**src/rtl/qspi_mem_ctrl.sv**
```systemverilog
// Quad-SPI PSRAM controller: single-word reads/writes over a 4-bit bus.
// On reset release it sends 0x35 (enter quad mode) on io0 before serving the host.
`timescale 1ns/1ps
module qspi_mem_ctrl #(
   parameter int DUMMY_CYCLES = 4
) (
   input  logic        clk_i,
   input  logic        rst_in,
   input  logic        stb_i,
   input  logic        we_i,
   input  logic [23:0] adr_i,
   input  logic [31:0] dat_i,
   output logic [31:0] dat_o,
   output logic        ack_o,
   output logic        sck_o,
   output logic        cs_on,
   output logic [3:0]  io_o,
   output logic [3:0]  io_oe_o,
   input  logic [3:0]  io_i
);

   typedef enum logic [3:0] {
      INIT, INIT_GAP, IDLE, CMD, ADR, DUMMY, RDATA, WDATA, GAP
   } state_t;

   localparam logic [7:0] INIT_BYTE  = 8'h35;
   localparam logic [7:0] CMD_WRITE  = 8'h38;
   localparam logic [7:0] CMD_READ   = 8'h0B;
   localparam logic [7:0] DUMMY_LAST = 8'(DUMMY_CYCLES - 1);

   state_t      state, state_d;
   logic [7:0]  cnt, cnt_d;
   logic        run;
   logic        done_d;
   logic        cs_d;
   logic [3:0]  io_d, oe_d;
   logic [7:0]  cmd_byte;
   logic [31:0] rd_sr;

   // Address goes out most significant nibble first.
   function automatic logic [3:0] adr_nibble(input logic [23:0] a, input logic [2:0] idx);
      logic [4:0] lsb;
      lsb = {3'(3'd5 - idx), 2'b00};
      return a[lsb +: 4];
   endfunction

   // Data bytes go out least significant byte first, high nibble of each byte first.
   function automatic logic [3:0] wr_nibble(input logic [31:0] d, input logic [2:0] idx);
      logic [4:0] lsb;
      lsb = {idx[2:1], ~idx[0], 2'b00};
      return d[lsb +: 4];
   endfunction

   function automatic logic [31:0] byte_swap(input logic [31:0] d);
      return {d[7:0], d[15:8], d[23:16], d[31:24]};
   endfunction

   assign cmd_byte = we_i ? CMD_WRITE : CMD_READ;

   // state/cnt describe the sck period currently on the bus; they advance on sck falling edges
   always_comb begin
      state_d = state;
      cnt_d   = cnt + 8'd1;
      done_d  = 1'b0;
      if (!run) begin
         state_d = INIT;
         cnt_d   = '0;
      end else begin
         case (state)
            INIT: begin
               if (cnt == 8'd7) begin
                  state_d = INIT_GAP;
                  cnt_d   = '0;
               end
            end
            INIT_GAP, GAP: begin
               if (cnt == 8'd1) begin
                  state_d = IDLE;
                  cnt_d   = '0;
               end
            end
            IDLE: begin
               cnt_d = '0;
               if (stb_i) state_d = CMD;
            end
            CMD: begin
               if (cnt == 8'd1) begin
                  state_d = ADR;
                  cnt_d   = '0;
               end
            end
            ADR: begin
               if (cnt == 8'd5) begin
                  cnt_d = '0;
                  if (we_i) state_d = WDATA;
                  else if (DUMMY_CYCLES == 0) state_d = RDATA;
                  else state_d = DUMMY;
               end
            end
            DUMMY: begin
               if (cnt == DUMMY_LAST) begin
                  state_d = RDATA;
                  cnt_d   = '0;
               end
            end
            RDATA, WDATA: begin
               if (cnt == 8'd7) begin
                  state_d = GAP;
                  cnt_d   = '0;
                  done_d  = 1'b1;
               end
            end
            default: begin
               state_d = INIT;
               cnt_d   = '0;
            end
         endcase
      end

      cs_d = 1'b1;
      io_d = 4'b0000;
      oe_d = 4'b0000;
      case (state_d)
         INIT: begin
            cs_d = 1'b0;
            oe_d = 4'b0001;
            io_d = {3'b000, INIT_BYTE[3'd7 - cnt_d[2:0]]};
         end
         CMD: begin
            cs_d = 1'b0;
            oe_d = 4'b1111;
            io_d = cnt_d[0] ? cmd_byte[3:0] : cmd_byte[7:4];
         end
         ADR: begin
            cs_d = 1'b0;
            oe_d = 4'b1111;
            io_d = adr_nibble(adr_i, cnt_d[2:0]);
         end
         WDATA: begin
            cs_d = 1'b0;
            oe_d = 4'b1111;
            io_d = wr_nibble(dat_i, cnt_d[2:0]);
         end
         DUMMY, RDATA: cs_d = 1'b0;
         default: ;
      endcase
   end

   // Bus outputs launch on sck falling edges so the device sees them stable at its rising edge.
   always_ff @(posedge clk_i or negedge rst_in) begin
      if (!rst_in) begin
         sck_o   <= 1'b0;
         state   <= INIT;
         cnt     <= '0;
         run     <= 1'b0;
         cs_on   <= 1'b1;
         io_o    <= 4'b0000;
         io_oe_o <= 4'b0000;
         ack_o   <= 1'b0;
         dat_o   <= '0;
      end else begin
         sck_o <= ~sck_o;
         ack_o <= sck_o & done_d;
         if (sck_o) begin
            state   <= state_d;
            cnt     <= cnt_d;
            run     <= 1'b1;
            cs_on   <= cs_d;
            io_o    <= io_d;
            io_oe_o <= oe_d;
            if (done_d && state == RDATA) dat_o <= byte_swap(rd_sr);
         end
      end
   end

   // Read nibbles are captured on sck rising edges, first-arriving nibble ends up in the top bits.
   always_ff @(posedge clk_i) begin
      if (!sck_o && state == RDATA) rd_sr <= {rd_sr[27:0], io_i};
   end

endmodule

```
**config.mk**
```make
export PLATFORM = sky130hd
export DESIGN_NAME = qspi_mem_ctrl
export DESIGN_NICKNAME = d
export VERILOG_FILES = /design/src/rtl/qspi_mem_ctrl.sv
export SDC_FILE = /design/constraint.sdc
export NUM_CORES = 1
export LEC_CHECK = 0
export ABC_AREA = 1
export CAP_MARGIN = 20
export CORE_UTILIZATION = 44
export DETAILED_ROUTE_END_ITERATION = 10
export PLACE_DENSITY = 0.72
export RECOVER_POWER = 50
export SLEW_MARGIN = 20
export SYNTH_ARGS = -nofsm -noshare
export SYNTH_HDL_FRONTEND = slang
export SYNTH_SLANG_ARGS = --single-unit
export TNS_END_PERCENT = 5
```
**constraint.sdc**
```tcl
create_clock -name clk_i -period 5.1 [get_ports clk_i]
set_input_delay 1.02 -clock clk_i [delete_from_list [all_inputs] [get_ports clk_i]]
set_output_delay 1.02 -clock clk_i [all_outputs]
set_load 0.03 [all_outputs]
```
* After elaboration in Yosys (flattened, before gate mapping)
Memories as Yosys holds them, arrays and structs flattened. Index checks and enable logic that the tools add are counted.
Storage, ports and cells: register bits after elaboration 88, latch bits 0, memory bits (writable) 0, ROM bits 8, logic and storage cells 74, memories 1
Memories:
- (no name shown) | depth 8, width 1, rd ports 1, clocked after memory_dff 0, write ports 0, line 127 | io_d = {3'b000, INIT_BYTE[3'd7 - cnt_d[2:0]]};
Cells by class: add/sub/neg operators 3, multipliers 0, divide/modulo/power cells 0, order comparisons 1, eq/ne operators 17, shift operators 2, mux-type cells 25, bitwise operators 3, reduce and logical (&&, ||, !) cells 12
Operator list (number):
- 2-to-1 mux 8 bit | 5
- 2-to-1 mux 4 bit | 9
- equality test 4 x 3 -> 1 bit, second input constant | 8
- one-hot mux 8 bit (4 select lines) | 1
- variable part select 32 x 6 -> 4 bit | 1
- one-hot mux 4 bit (7 select lines) | 1
- variable part select 24 x 6 -> 4 bit | 1
- equality test 8 x 3 -> 1 bit, second input constant | 2
- one-hot mux 4 bit (4 select lines) | 1
- equality test 4 x 2 -> 1 bit, second input constant | 3
- OR reduction 3 bit | 3
- adder 8 x 1 -> 8 bit, second input constant | 1
- equality test 8 x 1 -> 1 bit, second input constant | 1
- equality test 8 x 2 -> 1 bit, second input constant | 1
- zero test 4 bit | 2
- one-hot mux 4 bit (2 select lines) | 1
- 2-to-1 mux 6 bit | 1
- OR reduction 6 bit | 1
- subtractor 3 bit, first input constant | 2
- 2-to-1 mux 1 bit | 5
- equality test 4 x 1 -> 1 bit, second input constant | 1
- equality test 4 bit, second input constant | 1
- < comparator 3 x 4 -> 1 bit, second input constant | 1
- OR reduction 2 bit | 2
- other kinds (6) | 8

* Longest topological paths before layout
word-level depth 8, depth in mapped cells 18, depth with buffers taken out 18

* Least setup slack after synthesis
OpenSTA, ideal clock, no wires.
path kind flip-flop to flip-flop, start point register sck_o, end point register rd_sr[0], enable pin, data arrival time 3.016 ns, required time 4.639 ns, path slack 1.623 ns, cell stages (with the launch flop) 3, cells stage by stage dfrtp_1 > buf_1 > nor3_1
Between the ends: word-level cells in the longest chain between the ends 2
RTL lines:
- start, declared | line 15 | output logic sck_o,
- start signal, assigned | line 162 | sck_o <= ~sck_o;
- zero test 1 bit | line 178 | if (!sck_o && state == RDATA) rd_sr <= {rd_sr[27:0], io_i};
- logical AND 1 bit | line 178
- end signal, assigned | line 178
- end, declared | line 38 | logic [31:0] rd_sr;
Every way passes these cells. A chain may end at the register's enable or synchronous reset.

==> results.txt <==
----------------------------------------------------
[Clock tree]
  Number of buffers inserted for hold repair after clock tree synthesis ... 0
  Worst-case clock buffer depth ... 2
  Quantity of gates resized following cts ... 0
  Clock latency at the later pin of the worst-skew pair ... 0.35 ns
  CTS clock-pin slew for the worst setup and hold paths ... 0.09 ns
  CTS HTree Levels ... 3
  Clock tree from TritonCTS ... built
  Setup fix buffers added after clock tree synthesis ... 0
  Master cell of the clock root buffer ... clkbuf_8
  TritonCTS buffer count ... 9
  Clk sinks ... 86

[Timing]
  Portion of the clock cycle consumed by the worst path in the final layout ... 65.3%
  Post-Route Setup TNS ... 0 ns
  Relative max-transition margin ... -92.9%
  Maximum frequency from static timing analysis ... 0.300 GHz
  Final critical path time including I/O delays and setup ... 3.33 ns
  Unrepaired setup endpoints after global routing ... false
  Worst clock skew ... 0.0108 ns
  Final-report setup violation count ... 0
  Final setup margin ... 1.77 ns
  Least-Margin Pin Slew ... 2.89 ns
  Max-slew violation count ... 88
  Hold Worst Slack ... 0.447 ns
  Final hold violations ... 0

[Placement]
  Worst Setup Slack post-DPL ... 2.29 ns
  Routability congestion estimate from global placement ... 0.955
  Count of placed standard cells including taps ... 723
  Count of port buffers added during placement ... 106
  Detailed Place HPWL ... 7320 um

[Floorplan]
  Die ar. ... 10400 um2
  Initial Util ... 45.3%
  Placeable core region ... 9730 um2
  Die Wd ... 102 um
  Y dimension of the die ... 102 um
  Number of I/O pins ... 107
  FP Rows ... 36

[Global route]
  Global router's overall resource usage ... 19.2%
  Antenna violations before repair ... 0
  First-pass GRT wire length ... 15600 um
  Pin count of the biggest net entering global routing ... 55
  Via count of the first global-routing pass ... 3416
  Congestion Overflow GR ... 0

[Routing]
  Routed wire length ... 9790 um
  Number of DRC markers in iteration 0 ... 159
  Per-cell routed wire length ... 13.2 um
  Overall via count from detail_route ... 3610
  Residual DRC ... 0
  Detailed-routing iteration count for the pre-antenna-repair pass ... 4
  Per-cell via count in the routed design ... 4.88
  Post-route antenna net violation count ... 0

[Worst setup path]
  Crit path capture type ... asynchronous set/reset pin
  Cell chain of the critical path ... buf_2 -> clkbuf_1
  Endpoint of the lowest-slack register-to-register path ... io_o[2]
  CP bufs+invs ... 2
  Startpoint of the worst-slack reg-to-reg timing path ... cnt[0]
  Arrival time of data at the critical path endpoint ... 3.16 ns
  Worst setup path category ... input pin to asynchronous set/reset pin
  Flop-to-flop setup slack ... 2.36 ns
  Top Family by Delay on Critical Path ... buffers and inverters
  Max Fanout on Critical Path ... 54
  WP data required ... 4.93 ns
  Peak per-stage delay on the critical path ... 2.04 ns
  Worst Setup Start Kind ... input pin
  Slowest stage cell, crit path ... clkbuf_1
  Worst reg2reg path depth ... 16

[Yosys]
  Number of flops mapped to enable cells by yosys ... 32
  Net count after synthesis ... 563
  Area share of the largest cell type after synthesis ... 30.1%
  Cell type contributing the most total cell area after synthesis ... dfrtp_1
  Share of synthesized flip-flops with an asynchronous set or reset ... 62.8%
  Post-synthesis area per instance ... 8.86 um2
  Area contributors post-synth ... dfrtp_1 30%, edfxtp_1 22%, nand2_1 14%
  Cell count after synthesis ... 497
  Ys flop type ... dfrtp_1
  Ys Warns ... 0
  Seq cells post-synth ... 86
  Fraction of the yosys area taken by sequential cells ... 52.5%
  Post-synth cell types ... 36
  Post-synthesis instance area ... 4400 um2

[Min path]
  Hold Path Cell Cnt ... 0
  Worst-case hold path end point ... rd_sr[29]
  Hold wc startpoint ... rd_sr[25]
  Worst min-delay path class ... flip-flop to flip-flop

[Status]
  Failing checks ... capacitance limit, slew limit
  Run status ... finished with violations

[Final layout]
  Layout Area Growth over Synthesis ... 30.0%
  Final standard cell count with taps included and fillers excluded ... 739
  ANT cells ... 0
  Final core utilization ... 58.8%
  Number of fill cells ... 859
  Final-stage net count ... 667
  Fraction of final layout cells with drive strength greater than 1 ... 11.6%

[Power]
  Power Density ... 464 nW/um2
  Maximum ir drop on the vdd rail ... 340 uV
  Lkg Pwr ... 0.00270 uW

[Flow run]
  Number of max-cap violations ... 2

----------------------------------------------------
through the flow:
step | area (um2) | total power, uW
after detailed placement | 5560 | 2230
after global placement | 5560 | 2200
after global routing | 5720 | 2900
after CTS | 5740 | 2670
final | 5720 | 2650
after floorplan | 4400 | 1940
cells in the mapped netlist (all sizes together) (2+ instances only):
cell type and instances:
nand2 167, inv 54, dfrtp 53, nand3 41, nor2 39, edfxtp 32, mux2 32, buf 16
o21ai 16, nand3b 13, a21oi 5, nand4 5, nor3 4, clkinv 3, o32ai 3, xor2 3
ha 2, o211ai 2
cell type report:
type / instances / area, um2 / share of cell area (%)
Inverter: 57 / 215 / 3.76
Tap cell: 133 / 166 / 2.91
Clock inverter: 6 / 53.8 / 0.940
Sequential cell: 86 / 2310 / 40.4
Multi-Input combinational cell: 337 / 1770 / 30.9
Timing Repair Buffer: 110 / 1080 / 18.8
Clock buffer: 10 / 128 / 2.23
worst max-delay path by stage:
stage / start / end / slack, ns / cells after the start
after floorplan: sck_o / rd_sr[0] / 1.62 / 2
after global placement: stb_i / io_o[1] / 2.35 / 12
after detailed placement: stb_i / io_o[0] / 2.29 / 12
after CTS: sck_o / sck_o / 2.20 / 1
after global routing: rst_in / dat_o[20] / 1.20 / 2
final: rst_in / io_o[0] / 1.77 / 2
power by group:
| part | internal (uW) | leakage (uW) | switching, uW |
|---|---|---|---|
| clock network | 186 | 0.0000894 | 250 |
| logic | 443 | 0.00159 | 905 |
| registers | 802 | 0.00102 | 67.6 |
layer usage:
| layer | track usage (%) | part of all wire [%] | up-vias |
|---|---|---|---|
| li1 | - | - | 1816 |
| met1 | 24.5 | 43 | 1688 |
| met2 | 33.4 | 51 | 97 |
| met3 | 3.83 | 4.6 | 9 |
| met4 | 4.95 | 0.99 | 0 |
| met5 | 0 | 0 | - |
cells in the final DEF, fill, tap and decap left out, drive strengths merged, types with 2 or more instances in the layout:
master         count
xor2               3
nand4              5
a21oi              5
inv               57
o32ai              3
buf                3
dfrtp             53
mux2              32
ha                 2
nand2            167
nor2              39
o211ai             2
nand3b            13
edfxtp            32
clkinv             5
o21ai             16
dlygate4sd3        4
clkbuf            12
clkdlybuf4s50    101
nor3               4
nand3             41
registers in the layout, summed over array words and instances, names as in the netlist, 2 cells and up:
name	flops
rd_sr	32
io_oe_o	2
state	4
cnt	8
io_o	4
dat_o	32
logic make-up (layout without fill, tap and decap cells):
family                     after synthesis  after routing  synth area share [%]
DFF                                     86             86                  52.5
adders and majority gates                2              2                 0.568
AOI/OAI and AO/OA                       29             29                  3.84
and+or+nand+nor                        271            271                  27.0
xor gates and xnor gates                 3              3                 0.597
muxes                                   32             32                  8.18
buffers and inverters                   74            183                  7.25
Power figures use the tool's default switching activity.
